**config.mk**
```make
export PLATFORM = sky130hd
export DESIGN_NAME = mem_port_arbiter
export DESIGN_NICKNAME = d
export VERILOG_FILES = /design/src/rtl/maips_mem_pkg.sv /design/src/rtl/mem_arb_pick.sv /design/src/rtl/mem_port_arbiter.sv
export SDC_FILE = /design/constraint.sdc
export NUM_CORES = 1
export LEC_CHECK = 0
export CORE_ASPECT_RATIO = 0.9
export CORE_MARGIN = 1.5
export CORE_UTILIZATION = 36
export CTS_CLUSTER_SIZE = 24
export DETAILED_ROUTE_END_ITERATION = 6
export GPL_TIMING_DRIVEN = 0
export PLACE_DENSITY = 0.82
export SYNTH_ARGS = -nofsm -noshare
export SYNTH_HDL_FRONTEND = slang
export SYNTH_HIERARCHICAL = 1
export SYNTH_SLANG_ARGS = --single-unit
```
**constraint.sdc**
```tcl
create_clock -name clk -period 2 [get_ports clk]
set_input_delay 0.6 -clock clk [delete_from_list [all_inputs] [get_ports clk]]
set_output_delay 0.6 -clock clk [all_outputs]
set_load 0.1 [all_outputs]
```
**src/rtl/maips_mem_pkg.sv**
```systemverilog
// Shared types for the unified-memory port arbiter and the fetch stage.
package maips_mem_pkg;

  typedef enum logic [1:0] {
    StIdle,
    StWaitAck,
    StWaitResp
  } arb_state_t;

  typedef enum logic [1:0] {
    OwnNone,
    OwnI,
    OwnD
  } arb_owner_t;

  localparam logic [31:0] ResetVector = 32'h0040_0000;

endpackage

```
**src/rtl/mem_arb_pick.sv**
```systemverilog
// Grant decision between fetch and data, bounding how long fetch can be starved by data.
module mem_arb_pick #(
  parameter int unsigned MAX_DATA_BURST = 4,
  parameter int unsigned CntW           = 3
) (
  input  logic            i_req_eff_i,
  input  logic            d_req_i,
  input  logic [CntW-1:0] starve_cnt_i,
  output logic            grant_i_o,
  output logic            grant_d_o,
  output logic [CntW-1:0] starve_cnt_o
);

  localparam logic [CntW-1:0] MaxCnt = CntW'(MAX_DATA_BURST);

  always_comb begin
    grant_i_o    = 1'b0;
    grant_d_o    = 1'b0;
    starve_cnt_o = starve_cnt_i;
    if (d_req_i && (!i_req_eff_i || (starve_cnt_i < MaxCnt))) begin
      grant_d_o = 1'b1;
      if (!i_req_eff_i) begin
        starve_cnt_o = '0;
      end else if (starve_cnt_i < MaxCnt) begin
        starve_cnt_o = starve_cnt_i + CntW'(1);
      end
    end else if (i_req_eff_i) begin
      grant_i_o    = 1'b1;
      starve_cnt_o = '0;
    end
  end

endmodule

```
**src/rtl/mem_port_arbiter.sv**
```systemverilog
// Serialises fetch and data accesses onto one single-ported memory, one transaction in flight.
module mem_port_arbiter
  import maips_mem_pkg::*;
#(
  parameter int unsigned MAX_DATA_BURST = 4,
  parameter int unsigned ADDR_W         = 32
) (
  input  logic              clk,
  input  logic              reset,
  input  logic              i_req,
  input  logic [ADDR_W-1:0] i_addr,
  input  logic              i_cancel,
  output logic [31:0]       i_rdata,
  output logic              i_done,
  input  logic              d_req,
  input  logic              d_we,
  input  logic [3:0]        d_be,
  input  logic [ADDR_W-1:0] d_addr,
  input  logic [31:0]       d_wdata,
  output logic [31:0]       d_rdata,
  output logic              d_done,
  output logic              m_req,
  output logic              m_we,
  output logic [3:0]        m_be,
  output logic [ADDR_W-1:0] m_addr,
  output logic [31:0]       m_wdata,
  input  logic              m_ack,
  input  logic              m_rvalid,
  input  logic [31:0]       m_rdata
);

  localparam int unsigned CntW = $clog2(MAX_DATA_BURST + 1);

  arb_state_t        state_q, state_d;
  arb_owner_t        owner_q, owner_d;
  logic [CntW-1:0]   starve_q, starve_d, starve_pick;
  logic              drop_q, drop_d;
  logic              m_we_q, m_we_d;
  logic [3:0]        m_be_q, m_be_d;
  logic [ADDR_W-1:0] m_addr_q, m_addr_d;
  logic [31:0]       m_wdata_q, m_wdata_d;
  logic              i_req_eff, grant_i, grant_d;

  assign i_req_eff = i_req && !i_cancel;

  mem_arb_pick #(
    .MAX_DATA_BURST(MAX_DATA_BURST),
    .CntW          (CntW)
  ) u_pick (
    .i_req_eff_i (i_req_eff),
    .d_req_i     (d_req),
    .starve_cnt_i(starve_q),
    .grant_i_o   (grant_i),
    .grant_d_o   (grant_d),
    .starve_cnt_o(starve_pick)
  );

  always_comb begin
    state_d   = state_q;
    owner_d   = owner_q;
    starve_d  = starve_q;
    drop_d    = drop_q;
    m_we_d    = m_we_q;
    m_be_d    = m_be_q;
    m_addr_d  = m_addr_q;
    m_wdata_d = m_wdata_q;
    unique case (state_q)
      StIdle: begin
        starve_d = starve_pick;
        if (grant_d) begin
          state_d   = StWaitAck;
          owner_d   = OwnD;
          m_we_d    = d_we;
          m_be_d    = d_be;
          m_addr_d  = d_addr;
          m_wdata_d = d_wdata;
        end else if (grant_i) begin
          state_d   = StWaitAck;
          owner_d   = OwnI;
          m_we_d    = 1'b0;
          m_be_d    = 4'b0000;
          m_addr_d  = i_addr;
          m_wdata_d = '0;
        end
      end
      StWaitAck: begin
        if (m_ack) state_d = StWaitResp;
      end
      StWaitResp: begin
        if (m_rvalid) begin
          state_d = StIdle;
          owner_d = OwnNone;
        end
      end
      default: begin
        state_d = StIdle;
        owner_d = OwnNone;
      end
    endcase
    // A redirected fetch still finishes on the bus; only its done pulse is hidden.
    if (state_q != StIdle && owner_q == OwnI && i_cancel) drop_d = 1'b1;
    if (state_d == StIdle) drop_d = 1'b0;
  end

  always_ff @(posedge clk or negedge reset) begin
    if (!reset) begin
      state_q   <= StIdle;
      owner_q   <= OwnNone;
      starve_q  <= '0;
      drop_q    <= 1'b0;
      m_we_q    <= 1'b0;
      m_be_q    <= 4'b0000;
      m_addr_q  <= '0;
      m_wdata_q <= '0;
    end else begin
      state_q   <= state_d;
      owner_q   <= owner_d;
      starve_q  <= starve_d;
      drop_q    <= drop_d;
      m_we_q    <= m_we_d;
      m_be_q    <= m_be_d;
      m_addr_q  <= m_addr_d;
      m_wdata_q <= m_wdata_d;
    end
  end

  assign m_req   = (state_q == StWaitAck);
  assign m_we    = m_we_q;
  assign m_be    = m_be_q;
  assign m_addr  = m_addr_q;
  assign m_wdata = m_wdata_q;

  assign i_done  = m_rvalid && (state_q == StWaitResp) && (owner_q == OwnI) && !drop_q && !i_cancel;
  assign d_done  = m_rvalid && (state_q == StWaitResp) && (owner_q == OwnD);
  assign i_rdata = m_rdata;
  assign d_rdata = m_rdata;

endmodule

```
# Word-level counts from Yosys, hierarchy flattened
# Cells that the tools add are included.
[op_classes]
mux = 26
n_bitwise = 1
n_eq_ne = 7
n_reduce_logical = 22
add_sub_neg = 1
n_lt_le_gt_ge = 1
[ops]
columns = ["cell", "n"]
rows = [
  ["$mux 32", 4],
  ["$mux 2", 7],
  ["$mux 3", 4],
  ["$pmux 2 s3", 2],
  ["$logic_and 1x1->1", 9],
  ["$mux 4", 2],
  ["$reduce_bool 2->1", 4],
  ["$mux 1", 7],
  ["$ne 3x3->1 const B", 2],
  ["$reduce_and 3->1", 2],
  ["$eq 2x1->1 const B", 2],
  ["$eq 2x2->1 const B", 2],
  ["$logic_not 2->1", 2],
  ["$add 3x1->3 const B", 1],
  ["$logic_not 1->1", 3],
  ["$lt 3x3->1 const B", 1],
  ["$ne 2x2->1 const B", 1],
  ["$reduce_and 2->1", 1],
  ["$logic_or 1x1->1", 1],
  ["$not 1->1", 1],
]
[totals]
in_bits = 140
reg_bits = 77
out_inout_bits = 136

# Depth between registers and ports, before layout
[depth]
depth_word = 11
mapped_depth = 7
mapped_depth_nobuf = 5

# Cells and area by module
# Netlist, hierarchy kept.
[modules_own_cells]
columns = ["mod", "cells_each", "instances", "area_each_um2"]
rows = [
  ["mem_port_arbiter", 288, 1, 3920.0],
  ["mem_arb_pick", 9, 1, 78.8],
]

# Least setup slack after synthesis
# Ideal clock, no wire load.
[synth_timing]
path_type = "input-to-output"
startpoint = "in i_cancel"
endpoint = "out i_done"
required_time_ps = 1400
stages = 1
setup_slack_ps = -2159
t_arrival_ps = 3559
path_cell_list = "nor4_1"
[synth_via]
elab_chain_cells = 2
[synth_rtl]
columns = ["item", "line", "text"]
rows = [
  ["from (decl)", "mem_port_arbiter.sv:12", "input logic i_cancel,"],
  ["$logic_not 1->1", "mem_port_arbiter.sv:133", "assign i_done = m_rvalid && (state_q == StWaitResp) && (owner_q == OwnI) && !drop_q && !i_cancel;"],
  ["$logic_and 1x1->1", "mem_port_arbiter.sv:133", ""],
  ["to (decl)", "mem_port_arbiter.sv:14", "output logic i_done,"],
]
# No other way between the ends.

# Worst setup path after layout
[layout_timing]
startpoint = "in m_rvalid"
endpoint = "out d_done"
[layout_via]
elab_chain_cells = 2
[layout_rtl]
columns = ["item", "line", "text"]
rows = [
  ["from (decl)", "mem_port_arbiter.sv:28", "input logic m_rvalid,"],
  ["$logic_and 1x1->1 (2 in series)", "mem_port_arbiter.sv:134", "assign d_done = m_rvalid && (state_q == StWaitResp) && (owner_q == OwnD);"],
  ["to (decl)", "mem_port_arbiter.sv:21", "output logic d_done,"],
]
# No other way between the ends.

==> flow_summary.json <==
{
  "h-tree-depth": 3,
  "nFillCells": 758,
  "placed_area_um2": 6644,
  "track_usage": 0.1867,
  "drive_gt1_frac": 0.5694,
  "fin_nets": 705,
  "grt_pass1_wl_mm": 17.13,
  "grt_max_degree": 44,
  "portBuffers": 243,
  "antenna_found_initial": 0,
  "tightest_slew_ps": 593.8,
  "syn-num-nets": 438,
  "drt.antenna.violating_nets": 0,
  "setup-violations-final": 2,
  "ys_types": 30,
  "diodes": 0,
  "fmax_mhz": 474.8,
  "rsz0062_at_grt": "yes",
  "dr.pass1.iters": 4,
  "syn_to_final_growth_pct": 83.67,
  "synth_compound_area_frac": 0.1108,
  "maxCapViolCount": 0,
  "synthXorXnorAreaFrac": 0,
  "synth_area_um2": 3999,
  "slew_viol_final": 0,
  "grt_pass1_vias": 3404,
  "synthAdderAreaFrac": 0.003129,
  "drt_iter0_drc": 33,
  "initial_utilization": 0.3699,
  "synthCells": 297,
  "vias": 3269,
  "synthTopCellsByArea": "dfrtp_1, buf_4, mux2_4",
  "clkLatencyLatePin_ps": 320,
  "cts.sinks": 77,
  "finClkSkew_ps": 7.204,
  "path_clk_slew_ps": 60,
  "fin_crit_sh": 1.053,
  "cts.path.max_buffers": 2,
  "row_count": 36,
  "fin_crit_ps": 2106,
  "yosysSeqAreaShare": 0.4819,
  "violations": "negative setup slack",
  "via_per_inst": 4.657,
  "worst-setup-path-type": "primary input to output pin",
  "endpoint_kind": "output pin",
  "gp_routability_congestion": 0.7579,
  "dieWidth_um": 114.1,
  "cts_buffers": 9,
  "core_area_um2": 10810,
  "holdWs_ps": 219.7,
  "cts_tree": "yes",
  "fin_util": 0.6794,
  "finalHoldViolations": 0,
  "cp-start-kind": "primary input",
  "drc": 0,
  "cp_data_required_time_ps": 1400,
  "dieArea_um2": 11750,
  "outcome": "finished, violations left",
  "hpwl_mm": 8.542,
  "yosys.area.top_type": "dfrtp_1",
  "synth_mux_area_frac": 0.2168,
  "design_area_um2": 7345,
  "max_slew_margin": 0.6060,
  "setup_tns_ps": -181.7,
  "root_buffer": "clkbuf_16",
  "arrival_ps": 1510,
  "yosysWarnings": 6,
  "grt_overflow": 0,
  "synth_top_area_share": 0.4819,
  "wl_mm": 11.51,
  "critPathMaxFanout": 3,
  "layout_setup_ws_ps": -106.3,
  "synth-seq-cells": 77,
  "yosys.area_share.simple": 0.02879,
  "dieHeight_um": 103.0,
  "min_path_type": "primary input to asynchronous set/reset pin",
  "synth_top_family_by_area": "multiplexers",
  "post_drt_wl_per_cell_um": 16.40,
  "syn_area_per_cell_um2": 13.46,
  "ios": 276
}
[routing by layer]
layer  vias to the layer above  GRT usage  part of all wire  wire, um
met3                         8    0.06055             0.089      1027
met4                         0    0.05096             0.011       129
met1                      1560     0.2084              0.39      4458
met2                       164     0.3452              0.51      5897
met5                         -          0                 0         0
li1                       1537          -                 -         -
[worst paths after layout]
path,startpoint,end,slack (ps),cells after the start
worst max-delay path,m_rvalid,d_done,-110,4
worst min-delay path,reset,m_be[3]$_DFFE_PN0P_,220,1
worst max register to register,starve_q[2]$_DFFE_PN0N_,m_addr[12]$_DFFE_PN0P_,210,5
worst min register to register,m_we$_DFFE_PN0P_,m_we$_DFFE_PN0P_,500,1
max in group asynchronous,reset,state_q[1]$_DFF_PN0_,1180,2
min in group clk,m_we$_DFFE_PN0P_,m_we$_DFFE_PN0P_,500,1
[sequential cells by signal, indices dropped and copies added (netlist names)]
| name | flops |
|---|---|
| drop_q | 1 |
| m_addr | 32 |
| m_be | 4 |
| m_we | 1 |
| starve_q | 3 |
| owner_q | 2 |
| state_q | 2 |
| m_wdata | 32 |
[cell families after synthesis]
group,after synthesis
flip-flops,77
AND/OR/NAND/NOR,18
multiplexers,67
buffers and inverters,82
AO/OA/AOI/OAI,52
adder cells (fa/ha/maj),1
[cells in the final DEF, fill, tap and decap left out, drive strengths merged]
cell / Yosys / final
clkbuf: 0 / 11
buf: 79 / 95
a31oi: 1 / 1
o21bai: 1 / 1
a32o: 2 / 2
a22o: 38 / 38
ha: 1 / 1
and2: 2 / 2
nor3: 1 / 1
nand2b: 1 / 1
dlygate4sd2: 0 / 3
nor2: 4 / 4
clkinv: 0 / 1
nor4: 1 / 1
bufbuf: 0 / 1
mux2: 67 / 67
nand2: 2 / 2
clkinvlp: 0 / 2
clkdlybuf4s50: 0 / 102
a21boi: 1 / 1
dfrtp: 77 / 77
nand3b: 1 / 1
a22oi: 1 / 1
o21ai: 5 / 5
inv: 3 / 3
o32ai: 1 / 1
a2bb2oi: 1 / 1
a211oi: 1 / 1
nor2b: 6 / 6
clkdlybuf4s15: 0 / 134
bufinv: 0 / 2
[cell type report]
| type | instances | area (um2) | area share |
|---|---|---|---|
| Tap cell | 133 | 166.4 | 0.02266 |
| Sequential cell | 77 | 1929 | 0.2627 |
| Multi-Input combinational cell | 138 | 1484 | 0.2020 |
| Clock buffer | 11 | 242.7 | 0.03305 |
| Buffer | 79 | 645.6 | 0.08790 |
| Clock inverter | 5 | 83.83 | 0.01141 |
| Inverter | 3 | 11.26 | 0.001533 |
| Timing Repair Buffer | 256 | 2781 | 0.3787 |
[worst max-delay path: stages]
cell	delay [ps]
dlygate4sd2_1	230
nand3b_1	190
nor3_4	280
buf_12	200
[cells in the mapped netlist]
cell       number
a211oi_1        1
a21boi_0        1
a22o_1         38
a22oi_1         1
a2bb2oi_1       1
a31oi_1         1
a32o_1          2
and2_1          1
and2_4          1
buf_2           3
buf_4          66
buf_6          10
dfrtp_1        77
ha_1            1
inv_1           3
mux2_2         37
mux2_4         30
nand2_1         2
nand2b_1        1
nand3b_1        1
nor2_1          3
nor2_4          1
nor2b_1         5
nor2b_4         1
nor3_1          1
nor4_1          1
o21ai_0         4
o21ai_4         1
o21bai_1        1
o32ai_1         1
[per-stage QoR]
step	setup slack (ps)	instances
after floorplan	-435.8	297
after global placement	-2228	673
after detailed placement	-1306	674
after CTS	-122.6	699
after global routing	-147.7	702
final	-106.3	702
[repair_timing]
item,CTS,global route
resized for setup,439,2
endpoints found under the setup margin,209,9
setup buffers,7,3
hold buffers,0,0
pin swaps,3,1
cloned,2,0
Power of run 1 is not shown: default switching activity piles up to over one toggle a cycle in this logic, so the estimate is an artifact.
